==> src/rtl/mem_port_arbiter_pkg.sv <==
// rtl/mem_port_arbiter_pkg.sv - shared states, grant ids and counter width for the memory port arbiter
package mem_arb_pkg;

  typedef enum logic [1:0] {
    S_IDLE  = 2'd0,
    S_ACC_D = 2'd1,
    S_ACC_I = 2'd2,
    S_DONE  = 2'd3
  } state_e;

  localparam logic GNT_I = 1'b0;
  localparam logic GNT_D = 1'b1;

  localparam int CNT_W = 4;

endpackage

==> src/rtl/mem_port_arbiter_if.sv <==
// rtl/mem_port_arbiter_if.sv - fetch, data and memory-bus signals of the shared memory port
// slave  : arbiter side (takes IF/MEM requests and Mem_Rdata, drives the rest)
// master : pipeline + memory side (the mirror image)
interface mem_port_arbiter_if #(
  parameter int ADDR_W = 18,
  parameter int DATA_W = 32
);
  logic              IF_Req;
  logic [ADDR_W-1:0] IF_Addr;
  logic [DATA_W-1:0] IF_Data;
  logic              IF_Ready;
  logic              IF_Freeze;

  logic              MEM_R_En;
  logic              MEM_W_En;
  logic [ADDR_W-1:0] MEM_Addr;
  logic [DATA_W-1:0] MEM_Wdata;
  logic [DATA_W-1:0] MEM_Rdata;
  logic              MEM_Ready;
  logic              MEM_Freeze;

  logic              Mem_En;
  logic              Mem_Wr;
  logic [ADDR_W-1:0] Mem_Addr;
  logic [DATA_W-1:0] Mem_Wdata;
  logic [DATA_W-1:0] Mem_Rdata;

  modport slave (
    input  IF_Req, IF_Addr, MEM_R_En, MEM_W_En, MEM_Addr, MEM_Wdata, Mem_Rdata,
    output IF_Data, IF_Ready, IF_Freeze, MEM_Rdata, MEM_Ready, MEM_Freeze,
           Mem_En, Mem_Wr, Mem_Addr, Mem_Wdata
  );

  modport master (
    output IF_Req, IF_Addr, MEM_R_En, MEM_W_En, MEM_Addr, MEM_Wdata, Mem_Rdata,
    input  IF_Data, IF_Ready, IF_Freeze, MEM_Rdata, MEM_Ready, MEM_Freeze,
           Mem_En, Mem_Wr, Mem_Addr, Mem_Wdata
  );
endinterface

==> src/rtl/mem_port_arbiter_wait_counter.sv <==
// rtl/mem_port_arbiter_wait_counter.sv - load/decrement wait-cycle counter with zero flag
// clk, rst : clock, synchronous active-high reset
// load     : load load_val (has priority over dec)
// dec      : decrement, saturating at zero
// zero     : counter is zero
module mem_wait_counter
  import mem_arb_pkg::*;
(
  input  logic             clk,
  input  logic             rst,
  input  logic             load,
  input  logic [CNT_W-1:0] load_val,
  input  logic             dec,
  output logic             zero
);

  logic [CNT_W-1:0] cnt_q, cnt_d;

  always_comb begin
    cnt_d = cnt_q;
    if (load) begin
      cnt_d = load_val;
    end else if (dec && (cnt_q != '0)) begin
      cnt_d = cnt_q - 1'b1;
    end
  end

  always_ff @(posedge clk) begin
    if (rst) begin
      cnt_q <= '0;
    end else begin
      cnt_q <= cnt_d;
    end
  end

  assign zero = (cnt_q == '0);

endmodule

==> src/rtl/mem_port_arbiter.sv <==
// rtl/mem_port_arbiter.sv - two-requester arbiter/sequencer for the shared IF/MEM memory port
// clk, rst : clock, synchronous active-high reset
// bus      : slave side of mem_port_arbiter_if (IF_*, MEM_* requesters and Mem_* memory bus)
module mem_port_arbiter
  import mem_arb_pkg::*;
#(
  parameter int ADDR_W   = 18,
  parameter int DATA_W   = 32,
  parameter int WAIT_CYC = 4
) (
  input  logic               clk,
  input  logic               rst,
  mem_port_arbiter_if.slave  bus
);

  localparam logic [CNT_W-1:0] CNT_LOAD = CNT_W'(WAIT_CYC - 1);

  state_e            state_q, state_d;
  logic              last_grant_q, last_grant_d;
  logic [ADDR_W-1:0] acc_addr_q, acc_addr_d;
  logic [DATA_W-1:0] acc_wdata_q, acc_wdata_d;
  logic              acc_wr_q, acc_wr_d;
  logic [DATA_W-1:0] if_data_q, if_data_d;
  logic [DATA_W-1:0] mem_rdata_q, mem_rdata_d;

  logic data_req;
  logic gnt_sel;
  logic cnt_load;
  logic cnt_dec;
  logic cnt_zero;

  assign data_req = bus.MEM_R_En | bus.MEM_W_En;

  mem_wait_counter u_wait_counter (
    .clk      (clk),
    .rst      (rst),
    .load     (cnt_load),
    .load_val (CNT_LOAD),
    .dec      (cnt_dec),
    .zero     (cnt_zero)
  );

  always_comb begin
    state_d      = state_q;
    last_grant_d = last_grant_q;
    acc_addr_d   = acc_addr_q;
    acc_wdata_d  = acc_wdata_q;
    acc_wr_d     = acc_wr_q;
    if_data_d    = if_data_q;
    mem_rdata_d  = mem_rdata_q;
    gnt_sel      = GNT_I;
    cnt_load     = 1'b0;
    cnt_dec      = 1'b0;

    case (state_q)
      S_IDLE: begin
        if (data_req || bus.IF_Req) begin
          // On a tie the requester served less recently wins.
          if (data_req && bus.IF_Req) begin
            gnt_sel = (last_grant_q == GNT_I) ? GNT_D : GNT_I;
          end else begin
            gnt_sel = data_req ? GNT_D : GNT_I;
          end
          cnt_load = 1'b1;
          if (gnt_sel == GNT_D) begin
            state_d     = S_ACC_D;
            acc_addr_d  = bus.MEM_Addr;
            acc_wdata_d = bus.MEM_Wdata;
            acc_wr_d    = bus.MEM_W_En;
          end else begin
            state_d     = S_ACC_I;
            acc_addr_d  = bus.IF_Addr;
            acc_wdata_d = '0;
            acc_wr_d    = 1'b0;
          end
        end
      end

      S_ACC_D, S_ACC_I: begin
        cnt_dec = 1'b1;
        if (cnt_zero) begin
          state_d = S_DONE;
          // last_grant doubles as the "who finished" selector for Ready in DONE.
          if (state_q == S_ACC_D) begin
            last_grant_d = GNT_D;
            if (!acc_wr_q) begin
              mem_rdata_d = bus.Mem_Rdata;
            end
          end else begin
            last_grant_d = GNT_I;
            if_data_d    = bus.Mem_Rdata;
          end
        end
      end

      S_DONE: begin
        state_d = S_IDLE;
      end

      default: begin
        state_d = S_IDLE;
      end
    endcase
  end

  always_ff @(posedge clk) begin
    if (rst) begin
      state_q      <= S_IDLE;
      last_grant_q <= GNT_I;
      acc_addr_q   <= '0;
      acc_wdata_q  <= '0;
      acc_wr_q     <= 1'b0;
      if_data_q    <= '0;
      mem_rdata_q  <= '0;
    end else begin
      state_q      <= state_d;
      last_grant_q <= last_grant_d;
      acc_addr_q   <= acc_addr_d;
      acc_wdata_q  <= acc_wdata_d;
      acc_wr_q     <= acc_wr_d;
      if_data_q    <= if_data_d;
      mem_rdata_q  <= mem_rdata_d;
    end
  end

  // Memory bus comes only from state and the latched access, never from requester inputs.
  assign bus.Mem_En    = (state_q == S_ACC_D) || (state_q == S_ACC_I);
  assign bus.Mem_Wr    = (state_q == S_ACC_D) && acc_wr_q;
  assign bus.Mem_Addr  = acc_addr_q;
  assign bus.Mem_Wdata = acc_wdata_q;

  assign bus.IF_Ready  = (state_q == S_DONE) && (last_grant_q == GNT_I);
  assign bus.MEM_Ready = (state_q == S_DONE) && (last_grant_q == GNT_D);
  assign bus.IF_Data   = if_data_q;
  assign bus.MEM_Rdata = mem_rdata_q;

  // Freeze is combinational so the pipeline stalls in the same cycle the request appears;
  // it is forced low while reset is held so every output reads 0 in reset.
  assign bus.IF_Freeze  = bus.IF_Req & ~bus.IF_Ready & ~rst;
  assign bus.MEM_Freeze = data_req & ~bus.MEM_Ready & ~rst;

endmodule

==> src/flat_wrapper.sv <==
// flat-port wrapper written by rule: the top's interface ports become plain ports
module mem_port_arbiter_flat import mem_arb_pkg::*;
#(
  parameter int ADDR_W   = 18,
  parameter int DATA_W   = 32,
  parameter int WAIT_CYC = 4
)
  (clk, rst, bus_IF_Req, bus_IF_Addr, bus_MEM_R_En, bus_MEM_W_En, bus_MEM_Addr, bus_MEM_Wdata, bus_Mem_Rdata, bus_IF_Data, bus_IF_Ready, bus_IF_Freeze, bus_MEM_Rdata, bus_MEM_Ready, bus_MEM_Freeze, bus_Mem_En, bus_Mem_Wr, bus_Mem_Addr, bus_Mem_Wdata);
  mem_port_arbiter_if #(.ADDR_W(ADDR_W), .DATA_W(DATA_W)) bus_i ();
  input  logic clk;
  input  logic rst;
  input wire logic [$bits(bus_i.IF_Req)-1:0] bus_IF_Req;
  input wire logic [$bits(bus_i.IF_Addr)-1:0] bus_IF_Addr;
  input wire logic [$bits(bus_i.MEM_R_En)-1:0] bus_MEM_R_En;
  input wire logic [$bits(bus_i.MEM_W_En)-1:0] bus_MEM_W_En;
  input wire logic [$bits(bus_i.MEM_Addr)-1:0] bus_MEM_Addr;
  input wire logic [$bits(bus_i.MEM_Wdata)-1:0] bus_MEM_Wdata;
  input wire logic [$bits(bus_i.Mem_Rdata)-1:0] bus_Mem_Rdata;
  output wire logic [$bits(bus_i.IF_Data)-1:0] bus_IF_Data;
  output wire logic [$bits(bus_i.IF_Ready)-1:0] bus_IF_Ready;
  output wire logic [$bits(bus_i.IF_Freeze)-1:0] bus_IF_Freeze;
  output wire logic [$bits(bus_i.MEM_Rdata)-1:0] bus_MEM_Rdata;
  output wire logic [$bits(bus_i.MEM_Ready)-1:0] bus_MEM_Ready;
  output wire logic [$bits(bus_i.MEM_Freeze)-1:0] bus_MEM_Freeze;
  output wire logic [$bits(bus_i.Mem_En)-1:0] bus_Mem_En;
  output wire logic [$bits(bus_i.Mem_Wr)-1:0] bus_Mem_Wr;
  output wire logic [$bits(bus_i.Mem_Addr)-1:0] bus_Mem_Addr;
  output wire logic [$bits(bus_i.Mem_Wdata)-1:0] bus_Mem_Wdata;
  assign bus_i.IF_Req = bus_IF_Req;
  assign bus_i.IF_Addr = bus_IF_Addr;
  assign bus_i.MEM_R_En = bus_MEM_R_En;
  assign bus_i.MEM_W_En = bus_MEM_W_En;
  assign bus_i.MEM_Addr = bus_MEM_Addr;
  assign bus_i.MEM_Wdata = bus_MEM_Wdata;
  assign bus_i.Mem_Rdata = bus_Mem_Rdata;
  assign bus_IF_Data = bus_i.IF_Data;
  assign bus_IF_Ready = bus_i.IF_Ready;
  assign bus_IF_Freeze = bus_i.IF_Freeze;
  assign bus_MEM_Rdata = bus_i.MEM_Rdata;
  assign bus_MEM_Ready = bus_i.MEM_Ready;
  assign bus_MEM_Freeze = bus_i.MEM_Freeze;
  assign bus_Mem_En = bus_i.Mem_En;
  assign bus_Mem_Wr = bus_i.Mem_Wr;
  assign bus_Mem_Addr = bus_i.Mem_Addr;
  assign bus_Mem_Wdata = bus_i.Mem_Wdata;
  mem_port_arbiter #(.ADDR_W(ADDR_W), .DATA_W(DATA_W), .WAIT_CYC(WAIT_CYC)) u_core (.clk(clk), .rst(rst), .bus(bus_i));
endmodule
==> config.mk <==
export PLATFORM = sky130hd
export DESIGN_NAME = mem_port_arbiter_flat
export DESIGN_NICKNAME = d
export VERILOG_FILES = /design/src/rtl/mem_port_arbiter_pkg.sv /design/src/rtl/mem_port_arbiter_if.sv /design/src/rtl/mem_port_arbiter_wait_counter.sv /design/src/rtl/mem_port_arbiter.sv /design/src/flat_wrapper.sv
export SDC_FILE = /design/constraint.sdc
export NUM_CORES = 1
export LEC_CHECK = 0
export CORE_MARGIN = 4
export CORE_UTILIZATION = 40
export CTS_CLUSTER_SIZE = 40
export DETAILED_ROUTE_END_ITERATION = 16
export PLACE_DENSITY = 0.78
export SLEW_MARGIN = 20
export SYNTH_ARGS = -nofsm -noshare
export SYNTH_HDL_FRONTEND = slang
export SYNTH_HIERARCHICAL = 1
export SYNTH_SLANG_ARGS = --single-unit
export TNS_END_PERCENT = 50
==> constraint.sdc <==
create_clock -name clk -period 2.9 [get_ports clk]
set_clock_uncertainty 0.05 [all_clocks]
set_input_delay 0.725 -clock clk [delete_from_list [all_inputs] [get_ports clk]]
set_output_delay 0.725 -clock clk [all_outputs]
set_load 0.05 [all_outputs]
==> impl_metrics.yaml <==
outcome:
  status: "finished clean"
timing:
  setup_violations: 0
  fin_setup_tns_ns: 0
  finalHoldViolations: 0
  worstMarginPinSlew_ns: 0.800
  final-max-slew-violation-count: 0
  worst_slack_ns: 0.190
  rsz0062_at_grt: "no"
  slew_headroom: 0.463
  fin_crit_ns: 2.71
  timing.final.crit_share: 0.935
  fmax_mhz: 369
pwr:
  ir_worst_vdd_mv: 0.451
  power_density_mw_per_mm2: 964
  power.leakage_nw: 2.83
die:
  fp.coreArea_sq_mm: 0.0116
  die_h_um: 118
  die_w_um: 118
  io_pins: 225
  num_rows: 39
  initial_core_util: 0.415
  dieArea_sq_mm: 0.0139
setup_path:
  slowest_delay_ns: 0.82
  critPathKind: "flop to output port"
  crit_chain: "ha_1 > and2_1 > clkdlybuf4s50_1"
  cp_num_buf_inv: 1
  start_kind: "flop"
  cpLargestDelayFamily: "buffers and inverters"
  worst_ep_arrival_time_ns: 1.94
  required_ns: 2.12
  end_kind: "output port"
  slowest_stage: "clkdlybuf4s50_1"
  cp_max_fo: 4
placed_design:
  io_buffers: 224
  gp_congestion: 0.787
  dp_slack_ns: 0.329
  dp_hpwl_mm: 10.8
  place_inst: 929
  post_dp_cell_area_sq_mm: 0.00718
routing:
  wl_per_cell_um: 16.4
  drt-initial-drc-count: 348
  drtAntennaViolNets: 0
  via_per_inst: 5.07
  num_vias: 4874
  drt_pass1_iterations: 4
  drc: 0
  routed_wl_mm: 15.7
cells_and_area:
  syn_to_final_growth_pct: 62.5
  n_fill_cell: 954
  area.sequential_sq_mm: 0.00244
  most-common-layout-cells: "clkdlybuf4s50_1 (218), nand2_1 (187), dfxtp_1 (122)"
  fin_cells: 961
  num_antenna_cells: 0
  final_nets: 916
  layout-drive-gt1-share: 0.0880
  final_common_cell: "clkdlybuf4s50_1"
  post-route-util: 0.675
  multi_input_area_sq_mm: 0.00216
  postLayoutCellArea_sq_mm: 0.00784
clock_network:
  clock_sinks: 122
  clk_latency_ns: 0.40
  ctsRootBufferMaster: "clkbuf_16"
  cts_buffers: 17
  htreeDepth: 4
  clk_path_buf_depth: 2
  path_clk_slew_ns: 0.05
  cts_setup_buffers: 0
  cts_tree: "yes"
global_routing:
  antenna_found_initial: 0
  grt_overflow: 0
  grt_pass1_vias: 4922
  grtUsageTotal: 0.221
  grt_pass1_wl_mm: 25.2
  grt_max_degree: 112
logic_synthesis:
  synth_edf_count: 0
  synth_flop_cell: "dfxtp_1"
  synth_area_per_cell_sq_um: 8.12
  synth.distinct_cells: 35
  async_flop_share: 0
  ys_ff_latch: 122
  yosys_warnings: 6
  synth_top_area_cell: "dfxtp_1"
  netlist_instances: 594
  synth_area_leaders: "dfxtp_1 (51%), nand2_1 (15%), a21oi_1 (12%)"
  syn-cell-area_sq_mm: 0.00482
  yosysSeqAreaShare: 0.506
  yosysTopAreaCellShare: 0.506
flow_run:
  maxCapViolCount: 0
hold_path:
  hold_path.class: "flop to flop"
[power by group]
| group | internal [mW] | leakage [nW] | total, mW | switching, mW |
|---|---|---|---|---|
| logic | 1.04 | 1.52 | 3.08 | 2.04 |
| registers | 2.00 | 0.995 | 2.19 | 0.184 |
| clock network | 1.53 | 0.313 | 2.29 | 0.753 |
| total | 4.57 | 2.83 | 7.55 | 2.98 |
[what timing repair did]
| action | CTS | global route |
|---|---|---|
| endpoints found under the setup margin | 0 | 2 |
| resized for setup | 0 | 2 |
| hold buffers | 0 | 0 |
| endpoints found under the hold margin | 0 | 0 |
[stage by stage]
stage | hold WS (ns) | power, mW
after global placement | 0.387 | 5.20
after floorplan | 0.394 | 4.30
after detailed placement | 0.393 | 5.28
final | 0.401 | 7.55
after CTS | 0.401 | 7.59
after global routing | 0.413 | 7.89
[path summary, 6_finish.rpt]
kind	slack (ns)	start	cells past startpoint	to
worst max register to register	0.63	u_core/u_wait_counter/cnt_q[1]$_SDFFE_PP0P_	8	u_core/bus.MEM_Rdata[27]$_SDFFE_PP0P_
worst min register to register	0.40	u_core/bus.MEM_Rdata[17]$_SDFFE_PP0P_	2	u_core/bus.MEM_Rdata[17]$_SDFFE_PP0P_
worst min-delay path	0.40	u_core/bus.MEM_Rdata[17]$_SDFFE_PP0P_	2	u_core/bus.MEM_Rdata[17]$_SDFFE_PP0P_
worst max-delay path	0.19	u_core/state_q[1]$_SDFFE_PP0P_	3	bus_MEM_Ready
[per-layer routing]
metal	GRT usage	up-vias	part of all wire	wire length [um]
met5	0	-	0	0
met4	0.0938	0	0.024	377
met3	0.0697	28	0.064	1010
met2	0.392	173	0.52	8140
met1	0.242	2260	0.39	6210
li1	-	2413	-	-
[kinds of logic after synthesis]
logic type	Yosys count	share of synthesized area
AOI/OAI and AO/OA	148	0.198
adders and majority gates	6	0.0156
buffers and inverters	53	0.0498
DFF	122	0.506
muxes	1	0.00208
other	2	0.00156
and+or+nand+nor	262	0.226
[tightest hold or removal path: stages (launching register included)]
cell	delay (ns)
dfxtp_1	0.30
nand2_1	0.05
a21oi_1	0.05
[Yosys cell counts (2+ instances only)]
cell,n
nand2_1,187
a21oi_1,117
conb_1,2
and2_1,3
nor2_1,24
o21ai_0,2
clkbuf_1,23
nor3b_1,2
nor3_1,2
nand3_1,35
nor2b_1,2
dfxtp_1,122
buf_6,2
ha_1,6
inv_1,6
nand4b_1,2
a211oi_2,17
a211oi_1,2
a311oi_1,2
buf_2,21
[area by class of cell]
cell class	instances	share of cell area
multi-input cells	421	0.276
flip-flops and latches	122	0.312
inverters	7	0.00335
repair buffers	236	0.303
well taps	143	0.0228
clock inverters	10	0.0208
clock buffers	22	0.0618
[state kept, by name (all words and copies together) (netlist names)]
signal                       cells
u_core/bus.Mem_Addr             18
u_core/bus.Mem_Wdata            32
u_core/bus.MEM_Rdata            32
u_core/u_wait_counter/cnt_q      4
u_core/last_grant_q              1
u_core/bus.IF_Data              32
u_core/state_q                   2
u_core/acc_wr_q                  1
No activity file was read; power rests on OpenSTA's default activity.
